<file path="config.mk">
export PLATFORM = sky130hd
export DESIGN_NAME = fm_sample_demod
export DESIGN_NICKNAME = d
export VERILOG_FILES = /design/src/rtl/fm_sample_demod.sv
export SDC_FILE = /design/constraint.sdc
export NUM_CORES = 1
export LEC_CHECK = 0
export CORE_MARGIN = 2
export CORE_UTILIZATION = 30
export CTS_BUF_LIST = sky130_fd_sc_hd__clkbuf_16
export CTS_CLUSTER_SIZE = 28
export DETAILED_ROUTE_END_ITERATION = 12
export GPL_TIMING_DRIVEN = 0
export SLEW_MARGIN = 20
export SYNTH_ARGS = -nofsm -noshare
export SYNTH_HDL_FRONTEND = slang
export SYNTH_SLANG_ARGS = --single-unit
</file>
<file path="constraint.sdc">
create_clock -name clk_200M -period 12.3 [get_ports clk_200M]
set_input_delay 2.46 -clock clk_200M [delete_from_list [all_inputs] [get_ports clk_200M]]
set_output_delay 2.46 -clock clk_200M [all_outputs]
set_load 0.02 [all_outputs]
</file>
<file path="src/rtl/fm_sample_demod.sv">
// fm_sample_demod: post-detection FM demodulator for the 200 MHz receive domain.
// Averages frequency-counter samples over a 2^AVG_LOG2 boxcar, removes the
// nominal carrier count and emits a saturated signed deviation word, a
// carrier-present flag and (optionally) a 1-bit PWM audio output.
//
// Optional feature macro: FM_DEMOD_PWM_EN
//   defined   : free-running PWM counter drives audio_pwm_o
//   undefined : no PWM counter, audio_pwm_o tied to 0
//
// Ports:
//   clk_200M          in   200 MHz receive clock
//   reset_n_200M      in   asynchronous active-low reset
//   sample_i          in   count sample from the frequency counter
//   sample_valid_i    in   one-cycle strobe qualifying sample_i
//   deviation_o       out  signed (mean - CENTER), saturated to OUT_WIDTH
//   deviation_valid_o out  one-cycle pulse, deviation_o updated
//   carrier_present_o out  window full and carrier not timed out
//   audio_pwm_o       out  PWM of deviation_o (offset binary)
module fm_sample_demod #(
    parameter int unsigned SAMPLE_WIDTH = 16,
    parameter int unsigned AVG_LOG2     = 3,
    parameter int unsigned CENTER       = 200,
    parameter int unsigned OUT_WIDTH    = 8,
    parameter int unsigned TIMEOUT      = 4095
) (
    input  logic                    clk_200M,
    input  logic                    reset_n_200M,
    input  logic [SAMPLE_WIDTH-1:0] sample_i,
    input  logic                    sample_valid_i,
    output logic [OUT_WIDTH-1:0]    deviation_o,
    output logic                    deviation_valid_o,
    output logic                    carrier_present_o,
    output logic                    audio_pwm_o
);

    localparam int unsigned DEPTH  = 1 << AVG_LOG2;
    localparam int unsigned SUM_W  = SAMPLE_WIDTH + AVG_LOG2;
    localparam int unsigned DIFF_W = SAMPLE_WIDTH + 2;
    localparam int unsigned PTR_W  = AVG_LOG2;
    localparam int unsigned FILL_W = AVG_LOG2 + 1;
    localparam int unsigned TMO_W  = $clog2(TIMEOUT + 1);

    localparam logic signed [DIFF_W-1:0] CENTER_S = DIFF_W'(CENTER);
    localparam logic signed [DIFF_W-1:0] DEV_MAX  = DIFF_W'((1 << (OUT_WIDTH - 1)) - 1);
    localparam logic signed [DIFF_W-1:0] DEV_MIN  = ~DEV_MAX;

    logic [DEPTH-1:0][SAMPLE_WIDTH-1:0] buf_q, buf_d;
    logic [SUM_W-1:0]                   sum_q, sum_d;
    logic [PTR_W-1:0]                   wptr_q, wptr_d;
    logic [FILL_W-1:0]                  fill_q, fill_d;
    logic [TMO_W-1:0]                   tmo_q, tmo_d;
    logic                               s1_valid_q, s1_valid_d;
    logic [OUT_WIDTH-1:0]               sat_q, sat_d;
    logic                               s2_valid_q, s2_valid_d;
    logic [OUT_WIDTH-1:0]               deviation_q, deviation_d;
    logic                               dev_valid_q, dev_valid_d;
    logic                               carrier_q, carrier_d;

    logic                               flush_c;
    logic [SAMPLE_WIDTH-1:0]            mean_c;
    logic signed [DIFF_W-1:0]           diff_c;

    // Idle long enough with no sample arriving this cycle: drop the carrier.
    assign flush_c = (tmo_q == TMO_W'(TIMEOUT)) && !sample_valid_i;

    assign mean_c = SAMPLE_WIDTH'(sum_q >> AVG_LOG2);
    assign diff_c = $signed({2'b00, mean_c}) - CENTER_S;

    // Next-state: window update, clamp pipeline, output registers.
    always_comb begin
        buf_d       = buf_q;
        sum_d       = sum_q;
        wptr_d      = wptr_q;
        fill_d      = fill_q;
        tmo_d       = tmo_q;
        s1_valid_d  = 1'b0;
        sat_d       = sat_q;
        s2_valid_d  = s1_valid_q;
        deviation_d = deviation_q;
        dev_valid_d = s2_valid_q;
        carrier_d   = carrier_q;

        // Stage 1: circular window and running sum
        if (sample_valid_i) begin
            buf_d[wptr_q] = sample_i;
            sum_d         = sum_q + SUM_W'(sample_i) - SUM_W'(buf_q[wptr_q]);
            wptr_d        = wptr_q + 1'b1;
            if (fill_q != FILL_W'(DEPTH)) begin
                fill_d = fill_q + 1'b1;
            end
            // The sample that completes the window is the first to report.
            s1_valid_d = (fill_q >= FILL_W'(DEPTH - 1));
            tmo_d      = '0;
        end else if (tmo_q != TMO_W'(TIMEOUT)) begin
            tmo_d = tmo_q + 1'b1;
        end

        // Stage 2: mean - CENTER, clamped to the output range
        if (s1_valid_q) begin
            if (diff_c > DEV_MAX) begin
                sat_d = OUT_WIDTH'(DEV_MAX);
            end else if (diff_c < DEV_MIN) begin
                sat_d = OUT_WIDTH'(DEV_MIN);
            end else begin
                sat_d = diff_c[OUT_WIDTH-1:0];
            end
        end

        // Output stage
        if (s2_valid_q) begin
            deviation_d = sat_q;
            carrier_d   = 1'b1;
        end

        if (flush_c) begin
            buf_d       = '0;
            sum_d       = '0;
            wptr_d      = '0;
            fill_d      = '0;
            s1_valid_d  = 1'b0;
            s2_valid_d  = 1'b0;
            dev_valid_d = 1'b0;
            deviation_d = '0;
            carrier_d   = 1'b0;
        end
    end

    // State registers
    always_ff @(posedge clk_200M or negedge reset_n_200M) begin
        if (!reset_n_200M) begin
            buf_q       <= '0;
            sum_q       <= '0;
            wptr_q      <= '0;
            fill_q      <= '0;
            tmo_q       <= '0;
            s1_valid_q  <= 1'b0;
            sat_q       <= '0;
            s2_valid_q  <= 1'b0;
            deviation_q <= '0;
            dev_valid_q <= 1'b0;
            carrier_q   <= 1'b0;
        end else begin
            buf_q       <= buf_d;
            sum_q       <= sum_d;
            wptr_q      <= wptr_d;
            fill_q      <= fill_d;
            tmo_q       <= tmo_d;
            s1_valid_q  <= s1_valid_d;
            sat_q       <= sat_d;
            s2_valid_q  <= s2_valid_d;
            deviation_q <= deviation_d;
            dev_valid_q <= dev_valid_d;
            carrier_q   <= carrier_d;
        end
    end

    assign deviation_o       = deviation_q;
    assign deviation_valid_o = dev_valid_q;
    assign carrier_present_o = carrier_q;

`ifdef FM_DEMOD_PWM_EN
    logic [OUT_WIDTH-1:0] pwm_cnt_q, pwm_cnt_d;
    logic                 audio_q, audio_d;
    logic [OUT_WIDTH-1:0] offset_c;

    // Offset-binary view of the deviation: 0 maps to half scale (50 % duty).
    assign offset_c = deviation_q + OUT_WIDTH'(1 << (OUT_WIDTH - 1));

    always_comb begin
        pwm_cnt_d = pwm_cnt_q + 1'b1;
        audio_d   = (pwm_cnt_q < offset_c);
    end

    always_ff @(posedge clk_200M or negedge reset_n_200M) begin
        if (!reset_n_200M) begin
            pwm_cnt_q <= '0;
            audio_q   <= 1'b0;
        end else begin
            pwm_cnt_q <= pwm_cnt_d;
            audio_q   <= audio_d;
        end
    end

    assign audio_pwm_o = audio_q;
`else
    assign audio_pwm_o = 1'b0;
`endif

endmodule
</file>
# --- After elaboration in Yosys (flattened, before gate mapping) ---
# Cells that the tools add are included.
# Widths: inputs -> output; s select.
op_classes:
  n_addsub: 6
  magnitude_cmp: 5
  eq_ne: 3
  n_mux: 26
  n_reduce_logical: 8
ops:
  columns: ["operator", "n"]
  rows:
  - ["$mux 128", 2]
  - ["$bwmux 128", 1]
  - ["$bmux 16 s3", 1]
  - ["$demux 16 s3", 1]
  - ["$mux 19", 2]
  - ["$mux 16", 2]
  - ["$mux 8", 4]
  - ["$mux 12", 2]
  - ["$add 19x16->19", 1]
  - ["$sub 19x16->19", 1]
  - ["$gt 17x8->1 const B", 1]
  - ["$lt 17x8->1 const B", 1]
  - ["$sub 16x8->17 const B", 1]
  - ["$add 12x1->12 const B", 1]
  - ["$eq 12x12->1 const B", 1]
  - ["$mux 4", 3]
  - ["$ne 12x12->1 const B", 1]
  - ["$reduce_bool 2->1", 4]
  - ["$mux 1", 6]
  - ["$mux 3", 2]
  - ["$add 4x1->4 const B", 1]
  - ["$ge 4x3->1 const B", 1]
  - ["$lt 3x4->1 const B", 1]
  - ["$ne 4x4->1 const B", 1]
  - ["5 further kinds", 6]
word_totals:
  regBits: 186
  in_bits: 19
  output_inout_bits: 11
  elab_cells: 66

# --- Longest topological paths before layout ---
logic_depth:
  word_depth: 7
  mapped_depth: 18
  ltp_nobuf: 16

# --- Least setup slack after synthesis ---
# No wires, ideal clock.
synth_path:
  path_type: "in2reg"
  from: "input sample_i[1]"
  to: "register sum_q[18]"
  setup_time_ps: 132
  arrival_ps: 4921
  required_ps: 12168
  slack_ps: 7247
  stages: 10
  path_buffers: 0
  cell_sequence: "inv_1 fa_1 fa_1 nor2b_1 o2111ai_1 a31oi_1 a21oi_1 a211oi_2 nor3_1 or3b_1"
synth_between:
  elab_chain_cells: 4
synth_lines:
  columns: ["element", "line", "source"]
  rows:
  - ["from (decl)", "28", "input logic [SAMPLE_WIDTH-1:0] sample_i,"]
  - ["$add 19x16->19", "86", "sum_d = sum_q + SUM_W'(sample_i) - SUM_W'(buf_q[wptr_q]);"]
  - ["$sub 19x16->19", "86", null]
  - ["$mux 19", "84", "if (sample_valid_i) begin"]
  - ["$mux 19", "115", "if (flush_c) begin"]
  - ["to (signal assigned)", "144", "sum_q <= sum_d;"]
  - ["to (decl)", "48", "logic [SUM_W-1:0] sum_q, sum_d;"]
# No other way between the ends. The select of a mux whose other input is x is not followed.
# A chain may end at the register's enable or synchronous reset.

# --- Worst setup path in the final report ---
# Ends and elaborated chain as after synthesis.

==> impl_metrics.env <==
export IMPL_grt_usage=0.160
export IMPL_core_sq_um=33400
export IMPL_rsz0062_at_grt="no"
export IMPL_fin_area_sq_um=11600
export IMPL_grt_pass1_vias=7918
export IMPL_p_sw_w=0.00154
export IMPL_dieHeight_microns=187
export IMPL_async_reset_ff_frac=1.00
export IMPL_cts_reportedPaths_clkPinSlew_ns=0.07
export IMPL_r2r_start="wptr_q[0]"
export IMPL_crit_required_ns=12.62
export IMPL_antenna_found_initial=0
export IMPL_ys_ff_latch=186
export IMPL_n_antenna_cell=0
export IMPL_postCtsSetupBuffers=0
export IMPL_drc=0
export IMPL_power_density_nw_per_um2=305
export IMPL_wirelength_mm=27.6
export IMPL_drive_gt1_frac=0.0676
export IMPL_syn_area_per_cell_sq_um=9.38
export IMPL_min_to="sat_q[6]"
export IMPL_die_x_microns=187
export IMPL_cts_sinks=186
export IMPL_hold_path_class="reg -> reg"
export IMPL_clkPwrFrac=0.157
export IMPL_synthCells=1077
export IMPL_cts_tree="built"
export IMPL_netlist_area_sq_um=10100
export IMPL_grt_pass1_wl_mm=44.5
export IMPL_wire_per_inst_microns=17.4
export IMPL_internal_power_w=0.00199
export IMPL_dr_first_iter_drc_count=750
export IMPL_ctsRootBufferMaster="clkbuf_16"
export IMPL_vias_per_cell=5.14
export IMPL_cts_resized=0
export IMPL_io_pins=30
export IMPL_insertion_delay_ns=0.45
export IMPL_worst_pin_slew_ns=0.740
export IMPL_syn_num_nets=1140
export IMPL_grt_max_degree=96
export IMPL_gp_congestion=0.868
export IMPL_port_buffers=28
export IMPL_end_kind="flip-flop"
export IMPL_startpoint_type="input port"
export IMPL_pwr_share_comb=0.540
export IMPL_syn_to_final_growth_pct=14.9
export IMPL_rows=67
export IMPL_final_common_cell="dfrtp_1"
export IMPL_final_cell_mix="dfrtp_1 (186), o21ai_0 (173), nand3_1 (137)"
export IMPL_fmax_ghz=0.176
export IMPL_relSlewSlack=0.507
export IMPL_cts_buffer_depth=2
export IMPL_vias=8164
export IMPL_drv_cap=0
export IMPL_critPathLaunch="sample_i[1]"
export IMPL_rrSetupSlack_ns=7.06
export IMPL_finalHoldViolCount=0
export IMPL_post_synth_num_cell_types=56
export IMPL_dr_pass1_iters=5
export IMPL_final_nets=1189
export IMPL_placed_area_sq_um=11000
export IMPL_fin_tns_setup_ns=0
export IMPL_cts_htree_levels=4
export IMPL_r2r_cells=15
export IMPL_ys_warn_count=0
export IMPL_cts_made_buffers=17
export IMPL_dpl_hpwl_mm=20.6
export IMPL_min_from="sat_q[6]"
export IMPL_setup_viol=0
export IMPL_hold_buffers=0
export IMPL_finalCriticalPeriod_ns=5.68
export IMPL_ir_drop_uv=177
export IMPL_start_util=0.303
export IMPL_ant_nets=0
export IMPL_clock_skew_ns=0.0123
export IMPL_synth_edf_count=0
export IMPL_crit_type="in -> reg"
export IMPL_slew_viol_final=0
export IMPL_min_period_over_period=0.461
export IMPL_synthFlopType="dfrtp_1"
export IMPL_worst_hold_slack_ns=0.498
export IMPL_timing_rr_end="sum_q[18]"
export IMPL_cp_arrival_ns=6.00
export IMPL_grt_remaining_overflow=0
export IMPL_cp_max_fo=8
export IMPL_dieArea_sq_um=35200
export IMPL_p_leak_nw=5.11
export IMPL_outcome="finished, final reports clean"
export IMPL_power_share_switching=0.437
export IMPL_seq_area_frac_synth=0.461
export IMPL_seq_power_share=0.303
export IMPL_min_path_cells=2
[cells by family after synthesis]
family                   Yosys count  synth area share
flip-flops                       186             0.461
adder cells (fa/ha/maj)           44            0.0664
AND/OR/NAND/NOR                  323             0.153
AO/OA/AOI/OAI                    285             0.172
XOR/XNOR                          34            0.0295
buffers and inverters            146            0.0550
multiplexers                      58            0.0637
other                              1          0.000371
[cell usage after synthesis, types with 11 or more instances]
cell,number,area [sq um]
fa_1,16,320
nand2_1,90,338
nand2b_1,11,68.8
xnor2_1,19,166
a22oi_1,29,218
xor2_1,15,131
o22a_1,14,123
inv_1,74,278
nor2_1,39,146
nand3_1,137,686
o21ai_0,173,866
dfrtp_1,186,4650
ha_1,28,350
a21oi_1,20,100
mux2_2,30,338
mux2i_1,26,260
clkbuf_1,61,229
[metal layers]
layer  global-route usage  share of wire  up-vias
met3               0.0208          0.046       26
met5                    0              0        -
met2                0.258           0.47      198
met1                0.226           0.47     4068
met4               0.0494          0.018        0
li1                     -              -     3872
[power groups by stage]
stage / Clock, W / Combinational [W] / Sequential (W)
floorplan: 0 / 0.00146 / 0.00104
global placement: 0 / 0.00186 / 0.00107
detailed placement: 0 / 0.00189 / 0.00108
CTS: 0.000565 / 0.00190 / 0.00107
global route: 0.000587 / 0.00216 / 0.00111
finish: 0.000556 / 0.00191 / 0.00107
[critical path: stages]
cell and delay (ns):
clkdlybuf4s50_1 0.51, inv_1 0.18, fa_1 0.57, fa_1 0.49, nor2b_1 0.18, o2111ai_1 0.17, a31oi_1 0.33, a21oi_1 0.20
a211oi_2 0.43, nor3_1 0.10, or3b_1 0.35
[final cells by class]
| type | count | area, sq um |
|---|---|---|
| clock inverter | 15 | 181 |
| inverter | 74 | 278 |
| sequential | 186 | 4650 |
| fill | 3495 | 21800 |
| tap | 448 | 561 |
| timing repair buffer | 30 | 340 |
| multi-input combinational | 745 | 4890 |
| buffer | 72 | 278 |
| clock buffer | 17 | 425 |
[metrics by stage]
step	power (W)	setup WS (ns)	std cells	util
global placement	0.00294	0.775	1553	0.328
floorplan	0.00250	7.25	1077	-
CTS	0.00354	6.69	1587	0.348
detailed placement	0.00297	6.23	1555	0.330
global route	0.00386	6.42	1587	0.348
finish	0.00354	6.62	1587	0.348
[how the worst max path moves through the flow]
stage | endpoint | slack, ns | depth (start not counted)
after global placement | buf_q[51] | 0.78 | 1
final | sum_q[18] | 6.62 | 11
after floorplan | sum_q[18] | 7.25 | 10
after CTS | sum_q[18] | 6.69 | 11
after detailed placement | sum_q[18] | 6.23 | 11
after global routing | sum_q[18] | 6.42 | 11
[registers in the layout (all words and copies together) (netlist names)]
| register | count |
|---|---|
| deviation_o | 8 |
| sat_q | 8 |
| s2_valid_q | 1 |
| sum_q | 19 |
| carrier_present_o | 1 |
| s1_valid_q | 1 |
| buf_q | 128 |
| deviation_valid_o | 1 |
| tmo_q | 12 |
| fill_q | 4 |
| wptr_q | 3 |
Power figures use the tool's default switching activity.
